$ cat src/rtl/picovid_pkg.sv
// Shared types and constants for the Pico video write-snoop streamer.
package picovid_pkg;

  // Frame sequencer states: one state per byte currently presented on DOUT.
  typedef enum logic [2:0] {
    ST_IDLE = 3'd0,
    ST_HDR  = 3'd1,
    ST_A2   = 3'd2,
    ST_A1   = 3'd3,
    ST_A0   = 3'd4,
    ST_D1   = 3'd5,
    ST_D0   = 3'd6,
    ST_END  = 3'd7
  } frame_state_t;

  // Header byte layout: {start, overflow, 4'b0000, upper lane, lower lane}.
  localparam int HDR_START_BIT = 7;
  localparam int HDR_OVF_BIT   = 6;
  localparam int HDR_UDS_BIT   = 1;
  localparam int HDR_LDS_BIT   = 0;

  // One queued write: byte address, data word, active-high lane flags.
  localparam int ENTRY_W = 42;

  typedef struct packed {
    logic [23:0] addr;
    logic [15:0] data;
    logic        uds;
    logic        lds;
  } entry_t;

  function automatic logic [7:0] make_header(input logic ovf, input logic uds, input logic lds);
    logic [7:0] h;
    h                = 8'h00;
    h[HDR_START_BIT] = 1'b1;
    h[HDR_OVF_BIT]   = ovf;
    h[HDR_UDS_BIT]   = uds;
    h[HDR_LDS_BIT]   = lds;
    return h;
  endfunction

endpackage

$ cat src/rtl/picovid_fifo.sv
// Synchronous FIFO with an extra pointer bit to tell full from empty.
// Storage is not reset; only the pointers are.
module picovid_fifo #(
  parameter int WIDTH = 42,
  parameter int AW    = 3
) (
  input  logic             i_clk,
  input  logic             i_rst,
  input  logic             i_push,
  input  logic             i_pop,
  input  logic [WIDTH-1:0] i_wdata,
  output logic [WIDTH-1:0] o_rdata,
  output logic             o_full,
  output logic             o_empty
);

  logic [WIDTH-1:0] r_mem [2**AW];
  logic [AW:0]      r_wptr;
  logic [AW:0]      r_rptr;
  logic             w_do_push;
  logic             w_do_pop;

  assign o_empty = (r_wptr == r_rptr);
  assign o_full  = (r_wptr[AW] != r_rptr[AW]) && (r_wptr[AW-1:0] == r_rptr[AW-1:0]);

  // A pop in the same cycle frees a slot, so a push into a full FIFO is still accepted.
  assign w_do_pop  = i_pop & ~o_empty;
  assign w_do_push = i_push & (~o_full | w_do_pop);

  assign o_rdata = r_mem[r_rptr[AW-1:0]];

  // Pointer update; wraps naturally at 2**AW with the extra bit toggling.
  always_ff @(posedge i_clk) begin
    if (i_rst) begin
      r_wptr <= '0;
      r_rptr <= '0;
    end else begin
      if (w_do_push) r_wptr <= r_wptr + {{AW{1'b0}}, 1'b1};
      if (w_do_pop)  r_rptr <= r_rptr + {{AW{1'b0}}, 1'b1};
    end
  end

  // Entry storage write.
  always_ff @(posedge i_clk) begin
    if (w_do_push) r_mem[r_wptr[AW-1:0]] <= i_wdata;
  end

endmodule

$ cat src/rtl/picovid_stream.sv
// Snoops 68000 writes into an address window, queues them and streams each
// as a byte-serial frame clocked out by the Pico's STROBE falling edges.
module picovid_stream
  import picovid_pkg::*;
#(
  parameter logic [23:0] ADDR_BASE   = 24'h078000,
  parameter logic [23:0] ADDR_MASK   = 24'hFF8000,
  parameter int          FIFO_AW     = 3,
  parameter int          SYNC_STAGES = 2,
  parameter int          SEND_HEADER = 1
) (
  input  logic        CLK,
  input  logic        RESET,
  input  logic [23:1] A,
  input  logic [15:0] D,
  input  logic        RW,
  input  logic        AS,
  input  logic        UDS,
  input  logic        LDS,
  input  logic        DTACK,
  input  logic        STROBE,
  output logic [7:0]  DOUT,
  output logic        DOE,
  output logic        RTS_N,
  output logic        OVERFLOW
);

  logic [SYNC_STAGES-1:0] r_as_sync;
  logic [SYNC_STAGES-1:0] r_dtack_sync;
  logic [SYNC_STAGES-1:0] r_stb_sync;
  logic                   r_stb_prev;
  logic                   r_armed;
  logic                   r_ovf;
  logic                   r_rts_n;
  logic                   r_doe;
  logic [7:0]             r_dout;
  frame_state_t           r_state;
  entry_t                 r_frame;

  logic                   w_as_s;
  logic                   w_dtack_s;
  logic                   w_stb_s;
  logic                   w_fall;
  logic                   w_hit;
  logic                   w_wr;
  logic                   w_push;
  logic                   w_pop;
  logic                   w_full;
  logic                   w_empty;
  logic                   w_drop;
  logic                   w_load;
  logic                   w_hdr_emit;
  logic                   w_doe_nxt;
  logic [7:0]             w_dout_nxt;
  frame_state_t           w_state_nxt;
  entry_t                 w_wdata;
  entry_t                 w_head;

  assign w_as_s    = r_as_sync[SYNC_STAGES-1];
  assign w_dtack_s = r_dtack_sync[SYNC_STAGES-1];
  assign w_stb_s   = r_stb_sync[SYNC_STAGES-1];
  assign w_fall    = r_stb_prev & ~w_stb_s;

  assign w_hit   = (({A, 1'b0} & ADDR_MASK) == ADDR_BASE);
  assign w_wr    = w_hit & ~RW & ~w_as_s & ~w_dtack_s & (~UDS | ~LDS);
  // r_armed is re-armed only by AS_s high, so one bus cycle yields at most one push.
  assign w_push  = w_wr & r_armed;
  assign w_drop  = w_push & w_full & ~w_pop;

  assign w_wdata = '{addr: {A, 1'b0}, data: D, uds: ~UDS, lds: ~LDS};

  // Synchronisers for the asynchronous bus strobes and the Pico byte clock (idle high).
  always_ff @(posedge CLK) begin
    if (RESET) begin
      r_as_sync    <= '1;
      r_dtack_sync <= '1;
      r_stb_sync   <= '1;
      r_stb_prev   <= 1'b1;
    end else begin
      r_as_sync    <= {r_as_sync[SYNC_STAGES-2:0], AS};
      r_dtack_sync <= {r_dtack_sync[SYNC_STAGES-2:0], DTACK};
      r_stb_sync   <= {r_stb_sync[SYNC_STAGES-2:0], STROBE};
      r_stb_prev   <= w_stb_s;
    end
  end

  // Capture arming: set between bus cycles, cleared by the push it allows.
  always_ff @(posedge CLK) begin
    if (RESET)       r_armed <= 1'b0;
    else if (w_as_s) r_armed <= 1'b1;
    else if (w_push) r_armed <= 1'b0;
  end

  picovid_fifo #(
    .WIDTH (ENTRY_W),
    .AW    (FIFO_AW)
  ) u_fifo (
    .i_clk   (CLK),
    .i_rst   (RESET),
    .i_push  (w_push),
    .i_pop   (w_pop),
    .i_wdata (w_wdata),
    .o_rdata (w_head),
    .o_full  (w_full),
    .o_empty (w_empty)
  );

  // Sticky overflow: a drop wins over the clear from an emitted header.
  always_ff @(posedge CLK) begin
    if (RESET)           r_ovf <= 1'b0;
    else if (w_drop)     r_ovf <= 1'b1;
    else if (w_hdr_emit) r_ovf <= 1'b0;
  end

  // Frame sequencer state register and registered byte outputs.
  always_ff @(posedge CLK) begin
    if (RESET) begin
      r_state <= ST_IDLE;
      r_doe   <= 1'b0;
      r_dout  <= 8'h00;
    end else begin
      r_state <= w_state_nxt;
      r_doe   <= w_doe_nxt;
      r_dout  <= w_dout_nxt;
    end
  end

  // Frame register holds the popped entry so later pushes cannot disturb a frame in flight.
  always_ff @(posedge CLK) begin
    if (w_load) r_frame <= w_head;
  end

  // Next-state and byte selection; every transition is gated by a STROBE fall,
  // except END which just returns to IDLE after the closing strobe.
  always_comb begin
    w_state_nxt = r_state;
    w_doe_nxt   = r_doe;
    w_dout_nxt  = r_dout;
    w_pop       = 1'b0;
    w_load      = 1'b0;
    w_hdr_emit  = 1'b0;
    unique case (r_state)
      ST_IDLE: begin
        w_doe_nxt = 1'b0;
        if (w_fall && !w_empty) begin
          w_pop     = 1'b1;
          w_load    = 1'b1;
          w_doe_nxt = 1'b1;
          if (SEND_HEADER != 0) begin
            w_state_nxt = ST_HDR;
            w_dout_nxt  = make_header(r_ovf, w_head.uds, w_head.lds);
            w_hdr_emit  = 1'b1;
          end else begin
            w_state_nxt = ST_A2;
            w_dout_nxt  = w_head.addr[23:16];
          end
        end
      end
      ST_HDR: if (w_fall) begin
        w_state_nxt = ST_A2;
        w_dout_nxt  = r_frame.addr[23:16];
      end
      ST_A2: if (w_fall) begin
        w_state_nxt = ST_A1;
        w_dout_nxt  = r_frame.addr[15:8];
      end
      ST_A1: if (w_fall) begin
        w_state_nxt = ST_A0;
        w_dout_nxt  = r_frame.addr[7:0];
      end
      ST_A0: if (w_fall) begin
        w_state_nxt = ST_D1;
        w_dout_nxt  = r_frame.data[15:8];
      end
      ST_D1: if (w_fall) begin
        w_state_nxt = ST_D0;
        w_dout_nxt  = r_frame.data[7:0];
      end
      ST_D0: if (w_fall) begin
        // Blank closing strobe: release the pins, DOUT keeps the last byte.
        w_state_nxt = ST_END;
        w_doe_nxt   = 1'b0;
      end
      ST_END: begin
        w_state_nxt = ST_IDLE;
        w_doe_nxt   = 1'b0;
      end
      default: begin
        w_state_nxt = ST_IDLE;
        w_doe_nxt   = 1'b0;
      end
    endcase
  end

  // Request-to-send, registered so the open-drain pin sees a clean level.
  always_ff @(posedge CLK) begin
    if (RESET) r_rts_n <= 1'b1;
    else       r_rts_n <= ~(~w_empty | (r_state != ST_IDLE));
  end

  assign DOUT     = r_dout;
  assign DOE      = r_doe;
  assign RTS_N    = r_rts_n;
  assign OVERFLOW = r_ovf;

endmodule

$ cat config.mk
export PLATFORM = sky130hd
export DESIGN_NAME = picovid_stream
export DESIGN_NICKNAME = d
export VERILOG_FILES = /design/src/rtl/picovid_pkg.sv /design/src/rtl/picovid_fifo.sv /design/src/rtl/picovid_stream.sv
export SDC_FILE = /design/constraint.sdc
export NUM_CORES = 1
export LEC_CHECK = 0
export ABC_AREA = 1
export CAP_MARGIN = 20
export CORE_ASPECT_RATIO = 1.25
export CORE_MARGIN = 2
export CORE_UTILIZATION = 57
export DETAILED_ROUTE_END_ITERATION = 10
export PLACE_DENSITY = 0.74
export SLEW_MARGIN = 10
export SYNTH_ARGS = -nofsm -noshare
export SYNTH_HDL_FRONTEND = slang
export SYNTH_SLANG_ARGS = --single-unit
$ cat constraint.sdc
create_clock -name CLK -period 4.7 [get_ports CLK]
set_clock_uncertainty 0.15 [all_clocks]
set_input_delay 0.94 -clock CLK [delete_from_list [all_inputs] [get_ports CLK]]
set_output_delay 0.94 -clock CLK [all_outputs]
set_load 0.005 [all_outputs]
==> results of run 1 <==
## final timing paths
check,end,depth (start not counted)
worst min register to register,r_as_sync[1]$_SDFF_PP1_,1
worst max register to register,r_frame[30]$_DFFE_PN_,7
worst max-delay path,u_fifo.r_mem[1][33]$_DFFE_PP_,10
worst min-delay path,r_as_sync[1]$_SDFF_PP1_,1
## per-stage QoR
step	setup WS, ns	total power [mW]
6_report	1.26	7.37
5_1_grt	1.02	7.61
4_1_cts	1.27	7.41
3_5_place_dp	0.742	4.62
3_3_place_gp	0.803	4.61
2_1_floorplan	0.679	4.40
## power groups by stage
stage / Sequential, mW / Combinational [mW] / Clock [mW]
finish: 3.96 / 0.589 / 2.81
CTS: 3.96 / 0.583 / 2.86
detailed placement: 4.04 / 0.581 / 0
global route: 3.97 / 0.646 / 3.00
global placement: 4.04 / 0.572 / 0
floorplan: 4.03 / 0.370 / 0
## per-layer routing
metal,wire (microns),vias up,track usage (%)
met4,970,0,8.12
met2,17000,415,39.6
li1,-,4594,-
met1,14100,4819,33.1
met5,0,-,0
met3,2320,63,2.95
## state kept, by name, indices dropped and copies added, names as in the netlist, 2 cells and up, named ones only
signal	count
r_stb_sync	2
r_as_sync	2
r_state	3
r_frame	39
u_fifo.r_mem	328
DOUT	8
u_fifo.r_rptr	4
u_fifo.r_wptr	4
r_dtack_sync	2
## cell usage after synthesis
cell type  number
xnor2_1         1
nand2_4         3
o21ai_0       159
a22o_1          1
inv_2           7
clkinv_1        1
edfxtp_1      367
buf_2          25
buf_1           7
or2_2           6
a21oi_1        17
nand4_1         5
xor2_1          4
dfxtp_1        33
nor2_2          1
a31oi_1        40
nand2_2         3
ha_1            2
clkbuf_1       26
nand3_1        29
o211ai_2        1
o21ai_1         2
inv_1          23
buf_4           6
a22oi_1         1
buf_6           2
nand3b_4        1
nor2_1        328
nand3_2         3
nand2_1       117
o22ai_1        39
nor2_4          2
## critical path: stages
cell and delay [ns]:
clkdlybuf4s50_1 0.68, nand4_1 0.23, nor2_1 0.17, nand2_1 0.09, nor2_1 0.24, nand2_1 0.09
inv_1 0.12, nand2_1 0.20, nor2_4 0.43, buf_12 0.29
## layout by cell type, fill, tap and decap left out, types with 3 or more instances in the layout
cell             instances
edfxtp_1               367
nor2_1                 321
o21ai_0                159
nand2_1                117
clkdlybuf4s50_1         57
a31oi_1                 40
o22ai_1                 39
clkbuf_16               38
dfxtp_1                 31
nand3_1                 29
inv_1                   22
a21oi_1                 17
clkinv_1                11
clkbuf_1                11
buf_4                   11
nor2_4                   9
buf_12                   7
inv_2                    6
or2_2                    6
clkinv_2                 5
nand4_1                  5
xor2_1                   4
nand2_4                  3
nand2_2                  3
nand3_2                  3
## layout make-up
class                           instances  area (sq um)  area share [%]
Inverter                               31           120           0.677
Timing Repair Buffer                   76           821            4.63
Clock buffer                           50          1010            5.67
Sequential cell                       400         11700            65.9
Clock inverter                         19           126           0.712
Tap cell                              345           432            2.43
Multi-Input combinational cell        765          3550            20.0
## cells by family after synthesis
group | Yosys count
AOI/OAI and AO/OA | 260
xor gates and xnor gates | 5
and+or+nand+nor | 498
buffers and inverters | 97
DFF | 400
adders and majority gates | 2
==> out/qor.yml, run 1 <==
timing:
  hold_viol_final: 0
  min_period_ns: 3.44
  fin_crit_sh_pct: 73.2
  slew_headroom_pct: 32.7
  setup_viol: 0
  whs_ns: 0.258
  clock.fmax_mhz: 291
  finalSetupTns_ns: 0
  rsz0062_at_grt: "no"
  slew_viol_final: 0
  worstMarginPinSlew_ns: 1.01
critical_path:
  path_max_fanout: 30
  reg2reg_setup_slack_ns: 1.91
  cp.required_ns: 4.76
  path_class: "in2reg"
  cp-startpoint: "A[17]"
  start_kind: "input pin"
  arrival_ns: 3.50
  cp-end-kind: "register"
floorplanning:
  coreArea_sq_mm: 0.0269
  die-height_microns: 189
  fp.dieW_microns: 152
  std_cell_rows: 67
  num_io_pins: 58
  initial_utilization_pct: 58.0
  die-area_sq_mm: 0.0287
yosys:
  synth_top_area_share_pct: 70.6
  synth_cells: 1262
  ys_seq_area_share_pct: 74.8
  synth_compound_area_share_pct: 9.06
  synth_top_cell_by_area: "edfxtp_1"
  yosys_warnings: 0
  synthAdderAreaFrac_pct: 0.160
  synth_top_family_by_area: "simple AND/OR/NAND/NOR gates"
  synth-simple-area-share_pct: 12.9
  synth_nets: 1311
  synthTopCellsByArea: "edfxtp_1, nor2_1, o21ai_0"
  ys_ff_latch: 400
  syn_area_per_cell_sq_um: 12.4
  synth-xor-area-share_pct: 0.280
  synth_mux_area_share_pct: 0
  ys_types: 32
  syn_area_sq_mm: 0.0156
place:
  gp_congestion: 0.847
  dpl.cell_count: 1616
  io_buffers: 57
  detailed_place_hpwl_microns: 19300
  place_area_sq_mm: 0.0166
route:
  ant_nets: 0
  routed_wl_microns: 34400
  drt_iter0_drc: 1097
  wl_per_cell_microns: 20.4
  dr.pass1.iters: 5
  via_per_inst: 5.87
  num_vias: 9891
  drc: 0
final_layout:
  final_area_sq_mm: 0.0177
  area_growth_pct: 13.6
  fill_cells: 1900
  fin_util_pct: 65.9
  nets: 1361
  fin_cells: 1686
  diodes: 0
  drive_above_1_share_pct: 7.76
global_route:
  grt_max_degree: 125
  grt_pass1_vias: 9434
  grt_overflow: 0
  antenna_found_initial: 0
  track_usage_pct: 23.8
  grt_pass1_wl_microns: 53300
run_status:
  status: "finished clean"
power:
  combPwrFrac_pct: 8.0
  pwr-share-clk_pct: 38.2
  leakage_nw: 6.05
  netSwitchingPower_mw: 1.64
  intPower_mw: 5.73
  power_frac_seq_pct: 53.8
  power.density_mw_per_mm2: 415
  peakVddDrop_mv: 0.349
  swShare_pct: 22.3
clocking:
  cts_root_buffer: "clkbuf_16"
  cts.sinks: 400
  h-tree-depth: 2
  cts_inserted_buffers: 38
  clk_pin_slew_ns: 0.06
  cts_hold_buf: 0
  clk_latency_ns: 0.53
  cts.path.max_buffers: 3
  cts_resized: 0
  cts_tree: "built"
  post-cts-setup-buffers: 0
min_path:
  hold_start: "r_as_sync[0]$_SDFF_PP1_"
  hold_class: "reg2reg"
job:
  cap_violations: 0
Note: power is estimated with default switching activity, not from simulation.
==> run 2, diff against run 1 <==
Clock period 4.7 ns to 3.37 ns, I/O delays scaled along.
==> run 2 against run 1 <==
  * Combinational power rose by 42%
  * Final cell count is 1.2% higher
  * Non-clock buffer count increased by 21
  * First-iteration DRC count down 2.2%
  * Worst setup slack got worse by 0.53 ns
  * Sequential share of layout area shrank 1.2 points
  * Register-to-register slack got worse by 0.94 ns
==> out/qor.yml, run 2 (same netlist as run 1, synthesis figures left out) <==
timing:
  setup_viol: 0
  rsz0062_at_grt: "no"
  min_period_ns: 2.64
  slew_viol_final: 0
  worstMarginPinSlew_ns: 0.806
  fin_crit_sh_pct: 78.4
  hold_viol_final: 0
  clock.fmax_mhz: 379
  finalSetupTns_ns: 0
  slew_headroom_pct: 46.0
  setup_slack_ns: 0.728
place:
  io_buffers: 57
  place_area_sq_mm: 0.0169
  gp_congestion: 0.864
  detailed_place_hpwl_microns: 20400
  dpl_worst_slack_ns: 0.222
min_path:
  holdPathStages: 1
  hold_class: "reg2reg"
  hold_start: "r_stb_sync[0]$_SDFF_PP1_"
  whs_endpoint: "r_stb_sync[1]$_SDFF_PP1_"
clocking:
  clk_pin_slew_ns: 0.06
  cts_tree: "built"
  cts.path.max_buffers: 3
  cts_inserted_buffers: 38
  h-tree-depth: 2
  cts.sinks: 400
  cts_resized: 0
  post-cts-setup-buffers: 0
  cts_hold_buf: 0
  clk_latency_ns: 0.52
  cts_root_buffer: "clkbuf_16"
global_route:
  grt_pass1_wl_microns: 54200
  grt_busiest_layer: "met2"
  gr-usage-met2_pct: 39.8
  grt_overflow: 0
  grt_pass1_vias: 9778
  gr-usage-met1_pct: 33.3
  antenna_found_initial: 0
  track_usage_pct: 24.1
  grt_max_degree: 165
  grtUsageMet3_pct: 3.62
final_layout:
  final_cell_mix: "edfxtp_1, nor2_1, o21ai_0, nand2_1, clkdlybuf4s50_1"
  nets: 1382
  fill_cells: 1880
  fin_util_pct: 67.1
  area_growth_pct: 15.7
  final_area_sq_mm: 0.0181
  largest_reg_flops: 328
  diodes: 0
  drive_above_1_share_pct: 9.47
  mostFrequentLayoutCell: "edfxtp_1"
critical_path:
  r2r-end: "u_fifo.r_mem[6][35]$_DFFE_PP_"
  crit_slowest_cell: "clkdlybuf4s50_1"
  arrival_ns: 2.69
  path_max_fanout: 14
  slowest_delay_ns: 0.48
  cp-end-kind: "register"
  cp_common_cell: "nand2_1"
  reg2reg_setup_slack_ns: 0.97
  timing.rr.start: "r_state[0]$_SDFFE_PP0P_"
  path_class: "in2reg"
  start_kind: "input pin"
  cp.required_ns: 3.42
  crit_path_cell_trace: "clkdlybuf4s50_1 > nand4_1 > nor2_1 > nand2_1 > nor2_1 > nand2_1 > inv_1 > nand2_1 > nor2_4 > buf_4"
  reg2reg_depth: 8
floorplanning:
  std_cell_rows: 67
  coreArea_sq_mm: 0.0269
  die-area_sq_mm: 0.0287
  die-height_microns: 189
  num_io_pins: 58
  initial_utilization_pct: 58.0
  fp.dieW_microns: 152
route:
  routed_wl_microns: 34600
  dr.pass1.iters: 5
  drc: 0
  ant_nets: 0
  wl_per_cell_microns: 20.3
  drt_iter0_drc: 1073
  num_vias: 10000
  via_per_inst: 5.88
power:
  leakage_nw: 6.21
  peakVddDrop_mv: 0.573
  power.density_mw_per_mm2: 576
job:
  cap_violations: 0
run_status:
  status: "finished clean"
-- run 2: cell count changes in the layout (fill, tap and decap cells not counted), sizes merged --
| cell | change |
|---|---|
| bufinv | +1 |
| clkinv | -6 |
| clkinvlp | +1 |
| clkbuf | +2 |
| buf | +21 |
| inv | +2 |
-- run 2: worst max-delay path by stage --
stage                     depth (start not counted)  slack, ns  startpoint                       endpoint
final                                            10       0.73       A[17]  u_fifo.r_mem[6][35]$_DFFE_PP_
after global routing                             10       0.60       A[17]  u_fifo.r_mem[6][35]$_DFFE_PP_
after floorplan                                   9      -0.38       A[23]   u_fifo.r_mem[1][0]$_DFFE_PP_
after detailed placement                         10       0.22       A[17]  u_fifo.r_mem[6][33]$_DFFE_PP_
after CTS                                        10       0.75       A[17]  u_fifo.r_mem[6][35]$_DFFE_PP_
after global placement                           10       0.27       A[18]  u_fifo.r_mem[6][23]$_DFFE_PP_
-- run 2: final cells by class --
type | count | area [sq um] | area share, %
Clock inverter | 17 | 150 | 0.831
Inverter | 31 | 119 | 0.658
Clock buffer | 52 | 1020 | 5.67
Sequential cell | 400 | 11700 | 64.7
Multi-Input combinational cell | 765 | 3550 | 19.7
Tap cell | 345 | 432 | 2.39
Timing Repair Buffer | 97 | 1100 | 6.07
-- run 2: layer usage --
layer / routed length [microns] / vias to the layer above / part of all wire (%)
met2: 17000 / 450 / 49
met1: 14000 / 4873 / 40
met3: 2630 / 72 / 7.6
met5: 0 / - / 0
li1: - / 4638 / -
met4: 1020 / 0 / 2.9
-- run 2: report_power, final --
part / internal [mW] / switching [mW] / leakage [nW]
clock: 2.30 / 1.74 / 0.569
combinational: 0.339 / 0.498 / 2.08
sequential: 5.47 / 0.0571 / 3.57
-- run 2: worst max-delay path: cells and delay by family --
| family | cells | cell delay [ns] |
|---|---|---|
| buffers and inverters | 3 | 0.87 |
| AND/OR/NAND/NOR | 7 | 1.13 |
-- run 2: metrics by stage --
step	power (mW)	hold slack, ns	std cells
2_1_floorplan	6.14	0.239	1262
3_3_place_gp	6.45	0.249	1638
3_5_place_dp	6.47	0.250	1638
4_1_cts	10.5	0.274	1707
5_1_grt	10.8	0.278	1707
6_report	10.4	0.269	1707
==> run 3, diff against run 2 <==
Clock period 3.37 ns to 2.5 ns, I/O delays scaled along.
==> run 3 against run 2 <==
  * Worst setup slack lost 0.53 ns
  * Power is 33% higher
  * Global-route usage rose by 0.35 points
  * Clock power increased by 30%
  * Critical endpoint is now u_fifo.r_mem[6][32]$_DFFE_PP_
  * Largest power group unchanged
==> out/qor.yml, run 3 (same netlist as run 1, synthesis figures left out) <==
critical_path:
  crit_path_cell_trace: "clkdlybuf4s50_1 > nand4_1 > nor2_1 > nand2_1 > nor2_2 > nand2_1 > inv_1 > nand2_2 > nor2_4 > buf_12"
  slowest_delay_ns: 0.48
  cp_common_cell: "nand2_1"
  arrival_ns: 2.36
  reg2reg_setup_slack_ns: 0.27
  start_kind: "input pin"
  path_class: "in2reg"
  cp-end-kind: "register"
  crit_buf_inv: 3
  crit_slowest_cell: "clkdlybuf4s50_1"
  path_delay_family: "simple AND/OR/NAND/NOR gates"
  path_max_fanout: 25
  cp.required_ns: 2.55
route:
  ant_nets: 0
  drt_iter0_drc: 1053
  num_vias: 10100
  dr.pass1.iters: 5
  drc: 0
  wl_per_cell_microns: 20.3
  via_per_inst: 5.84
  routed_wl_microns: 35000
clocking:
  h-tree-depth: 2
  cts_inserted_buffers: 38
  cts_root_buffer: "clkbuf_16"
  cts.path.max_buffers: 3
  clk_latency_ns: 0.53
  post-cts-setup-buffers: 0
  cts_hold_buf: 0
  cts.sinks: 400
  clk_pin_slew_ns: 0.06
  cts_tree: "built"
place:
  gp_congestion: 0.889
  detailed_place_hpwl_microns: 22000
  io_buffers: 57
  place_area_sq_mm: 0.0171
timing:
  min_period_ns: 2.30
  rsz0062_at_grt: "no"
  hold_viol_final: 0
  clock.fmax_mhz: 434
  fin_crit_sh_pct: 92.2
  setup_viol: 0
  finalSetupTns_ns: 0
  worstMarginPinSlew_ns: 0.637
  slew_headroom_pct: 57.3
  slew_viol_final: 0
  whs_ns: 0.269
power:
  power.density_mw_per_mm2: 761
  intPower_mw: 10.8
  pwr-share-clk_pct: 38.0
  swShare_pct: 21.9
  power_frac_seq_pct: 53.8
  peakVddDrop_mv: 0.650
  leakage_nw: 6.28
  combPwrFrac_pct: 8.2
  total_power_mw: 13.8
  netSwitchingPower_mw: 3.03
run_status:
  status: "finished clean"
global_route:
  antenna_found_initial: 0
  track_usage_pct: 24.5
  grt_pass1_wl_microns: 54800
  grt_pass1_vias: 9973
  grt_max_degree: 88
  grt_overflow: 0
final_layout:
  fin_util_pct: 67.6
  largest_reg_flops: 328
  diodes: 0
  nets: 1400
  area_growth_pct: 16.5
  drive_above_1_share_pct: 10.5
  final_area_sq_mm: 0.0182
  final_cell_mix: "edfxtp_1, nor2_1, o21ai_0, nand2_1, clkdlybuf4s50_1"
  mostFrequentLayoutCell: "edfxtp_1"
floorplanning:
  fp.dieW_microns: 152
  initial_utilization_pct: 58.0
  die-area_sq_mm: 0.0287
  die-height_microns: 189
  coreArea_sq_mm: 0.0269
  num_io_pins: 58
  std_cell_rows: 67
min_path:
  hold_class: "reg2reg"
job:
  cap_violations: 0
==> run 3: worst paths after layout <==
path | from | cells past startpoint | endpoint
setup / recovery | A[18] | 10 | u_fifo.r_mem[6][32]$_DFFE_PP_
hold / removal | r_dtack_sync[0]$_SDFF_PP1_ | 1 | r_dtack_sync[1]$_SDFF_PP1_
setup reg to reg | r_state[0]$_SDFFE_PP0P_ | 8 | u_fifo.r_mem[6][32]$_DFFE_PP_
hold reg to reg | r_dtack_sync[0]$_SDFF_PP1_ | 1 | r_dtack_sync[1]$_SDFF_PP1_
==> run 3: layout make-up <==
class                           count  area (sq um)
Sequential cell                   400         11700
Fill cell                        1829          8720
Multi-Input combinational cell    765          3560
Timing Repair Buffer              115          1270
Clock buffer                       50          1020
Tap cell                          345           432
Inverter                           31           119
Clock inverter                     18           109
==> run 3: worst register-to-register path: stages, from the launching register on <==
cell and delay [ns]:
dfxtp_1 0.41, nor2_4 0.21, nand2_4 0.10, o211ai_2 0.20, nand2_1 0.07, inv_1 0.14, nand2_2 0.18, nor2_4 0.21
buf_12 0.21
==> run 3: power by group through the flow <==
| stage | logic (mW) | clock network (mW) | registers [mW] |
|---|---|---|---|
| 2_1_floorplan | 0.696 | 0 | 7.58 |
| 3_3_place_gp | 1.10 | 0 | 7.59 |
| 3_5_place_dp | 1.13 | 0 | 7.59 |
| 4_1_cts | 1.13 | 5.31 | 7.45 |
| 5_1_grt | 1.25 | 5.59 | 7.46 |
| 6_report | 1.13 | 5.26 | 7.45 |
==> run 3: routing by layer <==
layer	track usage (%)	routed length, microns
met2	38.8	16700
met3	4.58	3240
met4	10.5	1240
met5	0	0
met1	33.8	13900
==> run 3: timing repair <==
| item | 4_1_cts | 5_1_grt |
|---|---|---|
| hold endpoints to repair | 0 | 0 |
| gates resized for setup | 0 | 2 |
| endpoints found under the setup margin | 0 | 36 |
==> run 3: per-stage QoR <==
stage               cells  worst slack, ns
finish               1724            0.196
global route         1724           0.0138
CTS                  1724            0.131
detailed placement   1656           -0.395
global placement     1656           -0.389
floorplan            1262           -0.397
